[config.mk]
export PLATFORM = sky130hd
export DESIGN_NAME = add_arbiter
export DESIGN_NICKNAME = d
export VERILOG_FILES = /design/src/rtl/add_pkg.sv /design/src/rtl/Add.sv /design/src/rtl/rr_arbiter.sv /design/src/rtl/add_arbiter.sv
export SDC_FILE = /design/constraint.sdc
export NUM_CORES = 1
export LEC_CHECK = 0
export ABC_AREA = 0
export BUFFER_PORTS_ARGS = -buffer_cell sky130_fd_sc_hd__buf_2
export CORE_UTILIZATION = 35
export CTS_BUF_LIST = sky130_fd_sc_hd__clkbuf_16
export CTS_CLUSTER_DIAMETER = 150
export DETAILED_ROUTE_END_ITERATION = 8
export PLACE_DENSITY_LB_ADDON = 0.2
export SLEW_MARGIN = 0
export SYNTH_ARGS = -nofsm -noshare
export SYNTH_HDL_FRONTEND = slang
export SYNTH_SLANG_ARGS = --single-unit
[constraint.sdc]
create_clock -name clk -period 6.4 [get_ports clk]
set_input_delay 1.28 -clock clk [delete_from_list [all_inputs] [get_ports clk]]
set_output_delay 1.28 -clock clk [all_outputs]
set_load 0.005 [all_outputs]
[src/rtl/add_pkg.sv]
// Shared definitions for the adder arbiter and any later block that
// time-shares a datapath among several requesters.
//   DATA_W       : operand / result width of the shared adder
//   MAX_REQ      : largest requester count the round-robin helper supports
//   slot_state_e : occupancy of a single registered response slot
//   rr_pick()    : round-robin grant index search
package add_pkg;

  localparam int unsigned DATA_W   = 32;
  localparam int unsigned MAX_REQ  = 16;
  localparam int unsigned MAX_ID_W = 4;

  typedef enum logic {
    SLOT_EMPTY = 1'b0,
    SLOT_FULL  = 1'b1
  } slot_state_e;

  // Returns the first set index of valid[num_req-1:0], searching upward from
  // ptr and wrapping. Iterates from the farthest candidate down so the nearest
  // one is written last and wins. Returns 0 when nothing is valid; callers
  // qualify the result with |valid.
  function automatic logic [MAX_ID_W-1:0] rr_pick(input logic [MAX_REQ-1:0]  valid,
                                                   input logic [MAX_ID_W-1:0] ptr,
                                                   input int unsigned         num_req);
    logic [MAX_ID_W-1:0] pick;
    logic [MAX_ID_W:0]   idx;
    pick = '0;
    for (int k = MAX_REQ - 1; k >= 0; k--) begin
      if (k < int'(num_req)) begin
        // ptr < num_req and k < num_req, so one subtraction is a full modulo.
        idx = {1'b0, ptr} + (MAX_ID_W + 1)'(k);
        if (idx >= (MAX_ID_W + 1)'(num_req)) begin
          idx = idx - (MAX_ID_W + 1)'(num_req);
        end
        if (valid[idx[MAX_ID_W-1:0]]) begin
          pick = idx[MAX_ID_W-1:0];
        end
      end
    end
    return pick;
  endfunction

endpackage

[src/rtl/Add.sv]
// Shared combinational adder datapath. Carry-out is discarded, so the sum
// wraps modulo 2^DATA_W.
//   a, b : operands
//   sum  : (a + b) mod 2^DATA_W
module Add
  import add_pkg::*;
(
  input  logic [DATA_W-1:0] a,
  input  logic [DATA_W-1:0] b,
  output logic [DATA_W-1:0] sum
);

  assign sum = a + b;

endmodule

[src/rtl/rr_arbiter.sv]
// Combinational round-robin arbiter: picks the first valid requester at or
// above the priority pointer, wrapping around.
//   valid     : request vector
//   ptr       : index with highest priority this cycle
//   any_valid : at least one request is present
//   grant_idx : index of the winner (0 when any_valid=0)
//   grant     : one-hot grant, all-zero when any_valid=0
module rr_arbiter
  import add_pkg::*;
#(
  parameter int unsigned NUM_REQ = 4,
  parameter int unsigned ID_W    = $clog2(NUM_REQ)
) (
  input  logic [NUM_REQ-1:0] valid,
  input  logic [ID_W-1:0]    ptr,
  output logic               any_valid,
  output logic [ID_W-1:0]    grant_idx,
  output logic [NUM_REQ-1:0] grant
);

  always_comb begin
    any_valid = |valid;
    grant_idx = ID_W'(rr_pick(MAX_REQ'(valid), MAX_ID_W'(ptr), NUM_REQ));
    grant     = '0;
    if (any_valid) begin
      grant[grant_idx] = 1'b1;
    end
  end

endmodule

[src/rtl/add_arbiter.sv]
// Time-shares one 32-bit adder among NUM_REQ requesters. A round-robin
// arbiter accepts at most one request per cycle; the wrapped sum and the
// requester index land in a single registered response slot one cycle later.
//   clk, rst_n : clock, asynchronous active-low reset
//   req_valid  : per-requester request valid
//   req_ready  : per-requester accept (at most one bit set)
//   req_a/b    : packed operands, requester i in bits [32*i+31:32*i]
//   rsp_valid  : response slot holds a result
//   rsp_ready  : consumer accepts the response
//   rsp_id     : requester that produced rsp_sum
//   rsp_sum    : (a + b) mod 2^32
//   op_count   : responses consumed since reset, wrapping
module add_arbiter
  import add_pkg::*;
#(
  parameter int unsigned NUM_REQ = 4,
  parameter int unsigned ID_W    = $clog2(NUM_REQ),
  parameter int unsigned CNT_W   = 16
) (
  input  logic                      clk,
  input  logic                      rst_n,
  input  logic [NUM_REQ-1:0]        req_valid,
  output logic [NUM_REQ-1:0]        req_ready,
  input  logic [NUM_REQ*DATA_W-1:0] req_a,
  input  logic [NUM_REQ*DATA_W-1:0] req_b,
  output logic                      rsp_valid,
  input  logic                      rsp_ready,
  output logic [ID_W-1:0]           rsp_id,
  output logic [DATA_W-1:0]         rsp_sum,
  output logic [CNT_W-1:0]          op_count
);

  slot_state_e         state_q, state_d;
  logic [ID_W-1:0]     rr_ptr_q, rr_ptr_d;
  logic [ID_W-1:0]     rsp_id_q;
  logic [DATA_W-1:0]   rsp_sum_q;
  logic [CNT_W-1:0]    op_count_q;

  logic                any_valid;
  logic [ID_W-1:0]     grant_idx;
  logic [NUM_REQ-1:0]  grant;
  logic                can_accept;
  logic                accept;
  logic                consume;

  logic [DATA_W-1:0]   op_a [NUM_REQ];
  logic [DATA_W-1:0]   op_b [NUM_REQ];
  logic [DATA_W-1:0]   add_a, add_b, add_sum;

  for (genvar i = 0; i < NUM_REQ; i++) begin : g_unpack
    assign op_a[i] = req_a[DATA_W*i +: DATA_W];
    assign op_b[i] = req_b[DATA_W*i +: DATA_W];
  end

  // Grant depends only on req_valid and the pointer, never on req_ready.
  rr_arbiter #(
    .NUM_REQ (NUM_REQ),
    .ID_W    (ID_W)
  ) u_rr_arbiter (
    .valid     (req_valid),
    .ptr       (rr_ptr_q),
    .any_valid (any_valid),
    .grant_idx (grant_idx),
    .grant     (grant)
  );

  assign add_a = op_a[grant_idx];
  assign add_b = op_b[grant_idx];

  Add u_add (
    .a   (add_a),
    .b   (add_b),
    .sum (add_sum)
  );

  always_comb begin
    // A full slot being drained this cycle can be refilled in the same cycle.
    can_accept = (state_q == SLOT_EMPTY) || rsp_ready;
    // rst_n gates the handshake so no requester sees an accept during reset.
    accept     = rst_n && any_valid && can_accept;
    req_ready  = accept ? grant : '0;
    consume    = (state_q == SLOT_FULL) && rsp_ready;

    state_d = state_q;
    unique case (state_q)
      SLOT_EMPTY: if (accept) state_d = SLOT_FULL;
      SLOT_FULL:  if (rsp_ready && !accept) state_d = SLOT_EMPTY;
      default:    state_d = SLOT_EMPTY;
    endcase

    rr_ptr_d = rr_ptr_q;
    if (accept) begin
      rr_ptr_d = (grant_idx == ID_W'(NUM_REQ - 1)) ? '0 : grant_idx + ID_W'(1);
    end
  end

  always_ff @(posedge clk or negedge rst_n) begin
    if (!rst_n) begin
      state_q    <= SLOT_EMPTY;
      rr_ptr_q   <= '0;
      rsp_id_q   <= '0;
      rsp_sum_q  <= '0;
      op_count_q <= '0;
    end else begin
      state_q  <= state_d;
      rr_ptr_q <= rr_ptr_d;
      if (accept) begin
        rsp_id_q  <= grant_idx;
        rsp_sum_q <= add_sum;
      end
      if (consume) begin
        op_count_q <= op_count_q + CNT_W'(1);
      end
    end
  end

  assign rsp_valid = (state_q == SLOT_FULL);
  assign rsp_id    = rsp_id_q;
  assign rsp_sum   = rsp_sum_q;
  assign op_count  = op_count_q;

endmodule
After elaboration in Yosys (flattened, before gate mapping)
Index checks and enable logic that the tools add are counted.
Operators by class
  $lt $le $gt $ge: 11
  eq/ne operators: 1
  muxes and demuxes: 30
  $add $sub $neg: 10
  bitwise operators: 2
  reductions and logical operators: 8
Operators with widths (number)
  $bmux 32 s2: 2
  $mux 32: 4
  $add 32x32->32: 1
  $mux 4: 6
  $lt 4x5->1 const B: 4
  $add 16x1->16 const B: 1
  $bmux 1 s4: 4
  $ge 5x3->1 const B: 3
  $sub 4x3->4 const B: 3
  $mux 2: 5
  $mux 1: 7
  $add 2x2->3 const B: 2
  $logic_and 1x1->1: 5
  $reduce_or 4->1: 1
  $sub 2x3->4 const B: 1
  $add 2x1->3 const B: 1
  $ge 2x3->1 const B: 1
  $ge 3x3->1 const B: 1
  $lt 2x3->1 const B: 1
  $not 2->3: 1
  $add 2x1->2 const B: 1
  $demux 1 s2: 1
  $eq 2x2->1 const B: 1
  $ge 2x1->1 const B: 1
  other kinds (4): 4
Word-level totals
  word-level logic and storage cells: 67
  flip-flop bits (word level): 53
  input port bits: 263
  output and inout port bits: 55

Logic depth before layout (Yosys ltp)
Gate-level depths: netlist of the first run.
  depth after elaboration: 15
  mapped depth: 22
  gate-level depth less buffers: 20

Modules after synthesis
From an unflattened synthesis of the first run, not the netlist that was laid out.
Second synthesis, totals
  cells, all modules: 542
  area, all modules: 6117.1 µm²
By module, submodules not included
  add_arbiter: cells an instance 222, instances 1, seq. area each 1326.3 µm², area each 3659.8 µm²
  Add: cells an instance 275, instances 1, seq. area each 0.0 µm², area each 2045.7 µm²
  rr_arbiter: cells an instance 45, instances 1, seq. area each 0.0 µm², area each 411.6 µm²

Worst setup path before layout of the first run
Ideal clock, no wire load.
  path type: in2reg
  start: in req_valid[2]
  end: reg rsp_sum_q[18], in the netlist rsp_sum[18]
  data arrival time: 4.988 ns
  buffers on the path: 2
  setup time: 0.133 ns
  required time: 6.267 ns
  setup slack: 1.279 ns
  cell stages on the path: 17
  cell sequence: mux4_2 > nand2_1 > a221oi_1 > a21oi_1 > clkbuf_1 > clkbuf_1 > a31oi_1 > ha_1 > fa_1 > a21oi_1 > o21ai_0 > a2111o_1 > a221oi_1 > nor2_1 > a31oi_1 > xor2_1 > o21ai_0
Between the ends
  word-level cells in the longest chain between the ends: 11
  elaborated cells between the ends (all ways): 23
  those cells by class: add/sub (1); mux (18); bitwise (1); reduce/logical (3)
RTL lines
  start, declared: line add_arbiter.sv:22  | input logic [NUM_REQ-1:0] req_valid,
  $bmux 1 s4: line add_pkg.sv:35  | if (valid[idx[MAX_ID_W-1:0]]) begin
  $mux 1 (implied by the code): line add_pkg.sv:35
  $mux 2 (4 in series): line add_pkg.sv:35
  $not 2->3 (implied by the code): line add_arbiter.sv:67, add_arbiter.sv:68
  $bmux 32 s2 (on tied branches): line add_arbiter.sv:67, add_arbiter.sv:68
  $mux 32 (on tied branches) (2 in series): line add_arbiter.sv:67, add_arbiter.sv:68
  $add 32x32->32: line Add.sv:13  | assign sum = a + b;
  end signal, assigned: line add_arbiter.sv:109  | rsp_sum_q <= add_sum;
  end, declared: line add_arbiter.sv:36  | logic [DATA_W-1:0] rsp_sum_q;
Several ways; a longest one is shown, not always the timed one. The select of a mux whose other input is x is not followed.
A chain may end at the register's enable or synchronous reset.

Final worst setup path of the first run
  start: in req_valid[1]
  end: reg rsp_sum_q[30], in the netlist rsp_sum[30]
The elaborated chain is that of the path after synthesis.

==> results.sh, run 1 <==
export IMPL_max_cap_viol_count=0
export IMPL_core_sq_mm=0.0161
export IMPL_antenna_found_initial=1
export IMPL_ios=318
export IMPL_skew_ps=2.50
export IMPL_worstHoldPathCells=1
export IMPL_fin_crit_sh_pct=88.7
export IMPL_setup_tns_ps=0
export IMPL_root_buffer="clkbuf_16"
export IMPL_hold_path_class="reg2reg"
export IMPL_tritoncts="built"
export IMPL_rrSetupSlack_ps=840
export IMPL_seq_area_sq_mm=0.00133
export IMPL_crit_type="in2reg"
export IMPL_dpl_hpwl_mm=17.7
export IMPL_ys_warn_count=0
export IMPL_num_rows=46
export IMPL_grt_overflow=0
export IMPL_synthCells=861
export IMPL_maxSlewHeadroom_pct=30.1
export IMPL_post_cts_setup_buffers=0
export IMPL_yosysSeqAreaShare_pct=22.7
export IMPL_drive_gt1_share_pct=30.0
export IMPL_worstReg2RegStart="rr_ptr_q[0]$_DFFE_PN0P_"
export IMPL_die_height_um=131
export IMPL_synth_edf_count=0
export IMPL_syn_area_per_cell_sq_um=6.77
export IMPL_multi_input_area_sq_mm=0.00423
export IMPL_synth_nets=1166
export IMPL_area_growth_pct=33.2
export IMPL_n_fill_cell=1689
export IMPL_port_buffers=317
export IMPL_period_minus_slack_ps=5680
export IMPL_clock_sinks=53
export IMPL_hp_start="op_count[15]$_DFFE_PN0P_"
export IMPL_crit_fanout=53
export IMPL_grt_util_all_layers_pct=24.9
export IMPL_dieArea_sq_mm=0.0172
export IMPL_r2r_end="rsp_sum[30]$_DFFE_PN0P_"
export IMPL_grt_pass1_wl_mm=33.2
export IMPL_wl_mm=21.9
export IMPL_ys_seq_elements=53
export IMPL_cts_max_level=2
export IMPL_setup_viol=0
export IMPL_max_freq_mhz=176
export IMPL_numCtsBuffers=5
export IMPL_avgViaCountPerCell=5.22
export IMPL_nets=1447
export IMPL_reg2reg_depth=20
export IMPL_async_flop_share_pct=100
export IMPL_yosysUniqueCellTypes=49
export IMPL_outcome="finished clean"
export IMPL_cts_repair_resized=0
export IMPL_startpoint_type="primary input"
export IMPL_syn_area_sq_mm=0.00583
export IMPL_cp_slowest_cell="a2111o_1"
export IMPL_slowest_delay_ps=500
export IMPL_drc=0
export IMPL_cpLargestDelayFamily="compound AO/OA/AOI/OAI gates"
export IMPL_finalHoldViolCount=0
export IMPL_drv_slew=0
export IMPL_critPathArrivalTime_ps=5800
export IMPL_initial_core_util_pct=36.3
export IMPL_firstDrtPassIters=6
export IMPL_wl_per_cell_um=16.1
export IMPL_drt_iter0_drc=365
export IMPL_crit_chain="buf_2, mux2_1, mux2i_1, nand4b_1, a22oi_2, inv_4, buf_12, nand2_1, a31oi_1, ha_1, fa_1, a21oi_1, o21ai_0, a2111o_1, a22oi_1, o211ai_1, a31oi_1, xor2_1, o21ai_0"
export IMPL_grt_pass1_vias=6537
export IMPL_cts_path_max_buffers=2
export IMPL_clk_pin_slew_ps=70
export IMPL_rsz0062_at_grt="false"
export IMPL_grt_max_degree=67
export IMPL_cp_num_buf_inv=3
export IMPL_die_w_um=131
export IMPL_num_antenna_cells=0
export IMPL_tightest_slew_ps=1050
export IMPL_antenna_left=0
export IMPL_holdPathEnd="op_count[15]$_DFFE_PN0P_"
export IMPL_synth_flop_cell="dfrtp_1"
export IMPL_cp_data_required_time_ps=6520
export IMPL_gp_congestion=0.923
export IMPL_hold_buffers=0
export IMPL_cp_end_kind="flop"
export IMPL_vias=7094
export IMPL_worstSkewPairLatency_ps=290
==> synthesized netlist by cell type, drive strengths merged (16+ instances only) <==
| cell type | n | area (sq um) |
|---|---|---|
| a21oi | 26 | 130 |
| and3 | 66 | 413 |
| a21o | 16 | 120 |
| ha | 41 | 513 |
| clkbuf | 38 | 143 |
| buf | 17 | 101 |
| dfrtp | 53 | 1330 |
| xor2 | 21 | 184 |
| xnor2 | 26 | 228 |
| o21ai | 51 | 255 |
| nor2 | 28 | 105 |
| a31oi | 69 | 432 |
| nand2 | 314 | 1180 |
==> routing by layer <==
metal	global-route usage [%]	vias to the layer above	routed length (um)
met5	0	-	0
met4	6.02	0	369
met3	2.80	23	1220
met2	43.7	254	10600
met1	32.6	3270	9640
li1	-	3547	-
==> area by class of cell <==
class,instances,area share (%)
inverters,12,0.612
clock inverters,3,0.532
clock buffers,5,1.61
multi-input cells,741,54.5
well taps,216,3.48
repair buffers,329,22.2
flip-flops and latches,53,17.1
==> flip-flops by register name (all words and copies together), names as in the netlist <==
| name | flops |
|---|---|
| rr_ptr_q | 2 |
| op_count | 16 |
| rsp_sum | 32 |
| rsp_id | 2 |
| rsp_valid | 1 |
==> through the flow <==
step           hold slack (ps)  util [%]  cells  setup WS (ps)  area (sq um)
2_1_floorplan              465         -    861           1280          5830
3_3_place_gp               455      47.3   1351            561          7600
3_5_place_dp               456      47.3   1351            471          7600
4_1_cts                    468      48.4   1359            761          7770
5_1_grt                    492      48.4   1359            371          7770
6_report                   463      48.4   1359            721          7770
==> logic make-up (layout without fill, tap and decap cells) <==
kind of cell    count (synthesis)  in the layout  share of synthesized area, %
xor+xnor                       47             47                          7.06
fa+ha+maj                      42             42                          9.14
buf+inv                        67            349                          4.96
mux                            11             11                          2.17
flops                          53             53                          22.7
simple gates                  439            439                          32.3
compound gates                202            202                          21.7
==> worst max-delay path by stage <==
stage	from	endpoint	slack [ps]	cells past startpoint
after CTS	req_valid[1]	rsp_sum[24]$_DFFE_PN0P_	760	19
after global placement	req_valid[2]	rsp_sum[20]$_DFFE_PN0P_	560	19
after detailed placement	req_valid[1]	rsp_sum[24]$_DFFE_PN0P_	470	19
final	req_valid[1]	rsp_sum[30]$_DFFE_PN0P_	720	19
after floorplan	req_valid[2]	rsp_sum[18]$_DFFE_PN0P_	1280	17
after global routing	req_valid[1]	rsp_sum[24]$_DFFE_PN0P_	370	19
==> layout by cell type, fill, tap and decap left out, types with 5 or more instances in the layout <==
master       n
and2_1       7
dfrtp_1     53
o21bai_1     5
ha_1        41
and3_1      66
xor2_1      21
nand3_1      7
o21ai_0     49
a31oi_1     69
a21o_1      16
xnor2_1     26
mux2i_1      7
nand2_1    314
a21oi_1     25
nand4_1      6
clkbuf_16    5
inv_1       10
buf_4        8
a211oi_1     8
buf_2      317
nor2_1      28
Power of run 1 is left out: the tool's default activity adds up to more than one toggle a clock period on the data nets, which glitch-free logic cannot reach.
==> run 2: changes to the inputs <==
Settings changed: PLACE_DENSITY set to 0.65, PLACE_DENSITY_LB_ADDON 0.2 to not set.
Clock period 6.4 ns to 6.6 ns, I/O delays scaled along.
==> run 2 against run 1 <==
Net effect: die area unchanged; clock-buffer cell count unchanged; final area down 0.43%; sequential cell count unchanged; worst hold slack better by 4.0 ps; global-route usage up 0.68 points; worst setup slack better by 110 ps; critical endpoint is now rsp_sum[18]$_DFFE_PN0P_; largest cell class unchanged.
==> results.sh, run 2 (synthesized netlist as in run 1, its figures left out) <==
export IMPL_max_freq_mhz=173
export IMPL_cts_repair_resized=0
export IMPL_placed_cell_area_sq_mm=0.00756
export IMPL_grt_overflow=0
export IMPL_wl_mm=22.4
export IMPL_num_rows=46
export IMPL_dp_cells=1349
export IMPL_final_common_cell="buf_2"
export IMPL_initial_core_util_pct=36.3
export IMPL_worstSkewPairLatency_ps=290
export IMPL_rsz0062_at_grt="false"
export IMPL_numCtsBuffers=5
export IMPL_port_buffers=317
export IMPL_dieArea_sq_mm=0.0172
export IMPL_crit_fanout=66
export IMPL_firstDrtPassIters=5
export IMPL_dpl_hpwl_mm=18.3
export IMPL_setup_tns_ps=0
export IMPL_clk_pin_slew_ps=70
export IMPL_tritoncts="built"
export IMPL_grt_pass1_wl_mm=33.8
export IMPL_period_minus_slack_ps=5770
export IMPL_slowest_delay_ps=570
export IMPL_die_w_um=131
export IMPL_drv_slew=0
export IMPL_finalHoldViolCount=0
export IMPL_cp_slowest_cell="buf_4"
export IMPL_cts_max_level=2
export IMPL_drive_gt1_share_pct=29.8
export IMPL_root_buffer="clkbuf_16"
export IMPL_critPathArrivalTime_ps=5910
export IMPL_hold_path_class="reg2reg"
export IMPL_n_fill_cell=1713
export IMPL_gp_congestion=0.893
export IMPL_grt_util_all_layers_pct=25.6
export IMPL_drc=0
export IMPL_cpLargestDelayFamily="compound AO/OA/AOI/OAI gates"
export IMPL_crit_type="in2reg"
export IMPL_mostFrequentLayoutCells="buf_2, nand2_1, a31oi_1, and3_1, dfrtp_1"
export IMPL_fin_hold_ws_ps=467
export IMPL_cp_end_kind="flop"
export IMPL_nets=1445
export IMPL_maxSlewHeadroom_pct=30.3
export IMPL_ios=318
export IMPL_tightest_slew_ps=1050
export IMPL_cp_num_buf_inv=2
export IMPL_antenna_left=0
export IMPL_setup_viol=0
export IMPL_clock_sinks=53
export IMPL_area_growth_pct=32.6
export IMPL_outcome="finished clean"
export IMPL_core_sq_mm=0.0161
export IMPL_antenna_found_initial=4
export IMPL_fin_crit_sh_pct=87.5
export IMPL_grt_pass1_vias=6659
export IMPL_cp_data_required_time_ps=6730
export IMPL_drt_iter0_drc=398
export IMPL_skew_ps=3.28
export IMPL_cts_path_max_buffers=2
export IMPL_largest_register_ff_count=32
export IMPL_fin_area_sq_mm=0.00773
export IMPL_avgViaCountPerCell=5.22
export IMPL_vias=7105
export IMPL_crit_chain="buf_2, mux2_2, nor3b_1, a21oi_1, a221oi_1, a21oi_4, buf_4, a31oi_1, ha_1, fa_1, a21oi_1, o21ai_0, a2111o_1, a221oi_1, nor2_1, a31oi_1, xor2_1, o21ai_0"
export IMPL_startpoint_type="primary input"
export IMPL_wl_per_cell_um=16.5
export IMPL_post_cts_setup_buffers=0
export IMPL_stdcell_count=1361
export IMPL_max_cap_viol_count=0
export IMPL_grt_max_degree=99
export IMPL_die_height_um=131
export IMPL_hold_buffers=0
## run 2: changes by cell type in the layout (fill, tap and decap cells not counted), sizes merged
| cell | delta |
|---|---|
| clkinvlp | -1 |
| inv | +1 |
| diode | +4 |
| buf | -2 |
## run 2: path summary, 6_finish.rpt
| kind | startpoint | to | cells after the start | slack (ps) |
|---|---|---|---|---|
| worst max-delay path | req_valid[3] | rsp_sum[18]$_DFFE_PN0P_ | 18 | 830 |
| worst min-delay path | op_count[15]$_DFFE_PN0P_ | op_count[15]$_DFFE_PN0P_ | 1 | 470 |
| min in group asynchronous | rst_n | rr_ptr_q[1]$_DFFE_PN0P_ | 2 | 1160 |
| max in group asynchronous | rst_n | rsp_sum[28]$_DFFE_PN0P_ | 2 | 4960 |
| worst min register to register | op_count[15]$_DFFE_PN0P_ | op_count[15]$_DFFE_PN0P_ | 1 | 470 |
| worst max register to register | rr_ptr_q[0]$_DFFE_PN0P_ | rsp_sum[18]$_DFFE_PN0P_ | 18 | 980 |
## run 2: layout make-up
cell class              instances  area, sq um  area share, %
multi-input cells             741         4230           54.7
diodes                          4         10.0          0.129
inverters                      12         47.5          0.615
well taps                     216          270           3.50
flip-flops and latches         53         1330           17.2
repair buffers                327         1690           21.8
clock buffers                   5          125           1.62
clock inverters                 3         37.5          0.485
## run 2: stage by stage
step | setup slack (ps) | util, %
finish | 827 | 48.2
floorplan | 1440 | -
detailed placement | 536 | 47.1
global route | 626 | 48.1
CTS | 847 | 48.1
global placement | 616 | 47.1
## run 2: layer usage
metal	global-route usage [%]	wire length, um	vias to the layer above
met5	0	11	-
met4	9.06	568	2
met3	4.02	1400	39
met2	44.2	10800	277
met1	32.3	9680	3243
li1	-	-	3544
Power of run 2 is left out for the same reason.
==> run 3: changes to the inputs <==
Settings changed: CTS_CLUSTER_DIAMETER 150 to not set.
Clock period 6.6 ns to 6.3 ns, I/O delays scaled along.
==> run 3 against run 2 <==
Net effect: final area down 0.57%; worst hold slack got worse by 6.7 ps; worst setup slack got worse by 220 ps; routed wire length is 3.5% lower; critical endpoint is now rsp_sum[24]$_DFFE_PN0P_.
==> results.sh, run 3 (synthesized netlist as in run 1, its figures left out) <==
export IMPL_outcome="finished clean"
export IMPL_area_growth_pct=31.9
export IMPL_skew_ps=2.23
export IMPL_drive_gt1_share_pct=29.9
export IMPL_maxSlewHeadroom_pct=31.8
export IMPL_wl_mm=21.6
export IMPL_max_freq_mhz=176
export IMPL_antenna_found_initial=1
export IMPL_fin_util_pct=47.9
export IMPL_period_minus_slack_ps=5700
export IMPL_crit_fanout=26
export IMPL_ios=318
export IMPL_gp_congestion=0.916
export IMPL_grt_overflow=0
export IMPL_cp_end_kind="flop"
export IMPL_firstDrtPassIters=5
export IMPL_vias=7039
export IMPL_crit_type="in2reg"
export IMPL_startpoint_type="primary input"
export IMPL_core_sq_mm=0.0161
export IMPL_finalHoldViolCount=0
export IMPL_num_rows=46
export IMPL_fin_crit_sh_pct=90.4
export IMPL_clk_pin_slew_ps=60
export IMPL_port_buffers=317
export IMPL_numCtsBuffers=5
export IMPL_drc=0
export IMPL_wl_per_cell_um=15.9
export IMPL_grt_max_degree=103
export IMPL_grt_pass1_wl_mm=32.4
export IMPL_largest_register_ff_count=32
export IMPL_die_height_um=131
export IMPL_grt_pass1_vias=6515
export IMPL_cp_data_required_time_ps=6430
export IMPL_drt_iter0_drc=316
export IMPL_dieArea_sq_mm=0.0172
export IMPL_post_cts_setup_buffers=0
export IMPL_nets=1445
export IMPL_tightest_slew_ps=1020
export IMPL_setup_tns_ps=0
export IMPL_cpLargestDelayFamily="compound AO/OA/AOI/OAI gates"
export IMPL_root_buffer="clkbuf_16"
export IMPL_slowest_delay_ps=500
export IMPL_initial_core_util_pct=36.3
export IMPL_hold_buffers=0
export IMPL_cp_num_buf_inv=2
export IMPL_clock_sinks=53
export IMPL_drv_slew=0
export IMPL_cts_repair_resized=0
export IMPL_antenna_left=0
export IMPL_rsz0062_at_grt="false"
export IMPL_crit_chain="buf_2, mux2_1, a22oi_1, a21oi_1, a221oi_1, a21oi_4, clkinv_1, and3_1, a31oi_1, ha_1, fa_1, a21oi_1, o21ai_0, a2111o_1, a221oi_1, o31ai_1, a21boi_0, or3_1, a31oi_1"
export IMPL_cts_path_max_buffers=2
export IMPL_mostFrequentLayoutCells="buf_2, nand2_1, a31oi_1, and3_1, dfrtp_1"
export IMPL_final_common_cell="buf_2"
export IMPL_critPathArrivalTime_ps=5820
export IMPL_hold_path_class="reg2reg"
export IMPL_cp_slowest_cell="a2111o_1"
export IMPL_dpl_hpwl_mm=17.5
export IMPL_worstSkewPairLatency_ps=290
export IMPL_cts_max_level=2
export IMPL_max_cap_viol_count=0
export IMPL_avgViaCountPerCell=5.18
export IMPL_tritoncts="built"
export IMPL_grt_util_all_layers_pct=24.5
export IMPL_setup_viol=0
export IMPL_die_w_um=131
run 3: changes by cell type in the layout (fill, tap and decap cells not counted):
cell,before,now
diode_2,4,1
clkinv_2,0,2
buf_12,2,1
buf_4,8,9
bufinv_16,1,0
clkinv_1,2,1
run 3: worst reg2reg max path, delay by kind of cell (launching register included):
family	cells	cell delay (ps)
buffers and inverters	3	1180
multiplexers	1	340
adder cells (fa/ha/maj)	2	790
AO/OA/AOI/OAI	10	1990
flip-flops	1	610
AND/OR/NAND/NOR	2	290
XOR/XNOR	1	180
run 3: area by class of cell:
type / count / area (sq um)
clock inverters: 3 / 13.8
clock buffers: 5 / 125
multi-input cells: 741 / 4230
flip-flops and latches: 53 / 1330
inverters: 12 / 47.5
diodes: 1 / 2.50
repair buffers: 327 / 1670
well taps: 216 / 270
fillers: 1690 / 8370
run 3: final timing paths:
| kind | cells after the start | slack (ps) | startpoint | to |
|---|---|---|---|---|
| min in group asynchronous | 2 | 1090 | rst_n | rr_ptr_q[0]$_DFFE_PN0P_ |
| max | 19 | 600 | req_valid[1] | rsp_sum[24]$_DFFE_PN0P_ |
| max reg2reg | 19 | 780 | rr_ptr_q[0]$_DFFE_PN0P_ | rsp_sum[31]$_DFFE_PN0P_ |
| max in group asynchronous | 2 | 4750 | rst_n | rsp_sum[23]$_DFFE_PN0P_ |
| min reg2reg | 1 | 460 | op_count[15]$_DFFE_PN0P_ | op_count[15]$_DFFE_PN0P_ |
| min | 1 | 460 | op_count[15]$_DFFE_PN0P_ | op_count[15]$_DFFE_PN0P_ |
run 3: through the flow:
stage | instance area [sq um] | cells | setup WS (ps) | hold WS (ps)
after floorplan | 5830 | 861 | 1200 | 465
after global placement | 7550 | 1349 | 410 | 452
after detailed placement | 7550 | 1349 | 300 | 461
after CTS | 7690 | 1357 | 603 | 470
after global routing | 7690 | 1357 | 281 | 493
final | 7690 | 1358 | 603 | 460
run 3: per-layer routing:
layer | wire length [um] | vias to the layer above | GRT usage [%]
met5 | 0 | - | 0
met4 | 359 | 0 | 6.22
met3 | 1240 | 30 | 3.37
met2 | 10600 | 255 | 43.5
met1 | 9470 | 3208 | 31.0
li1 | - | 3546 | -
Power of run 3 is left out for the same reason.
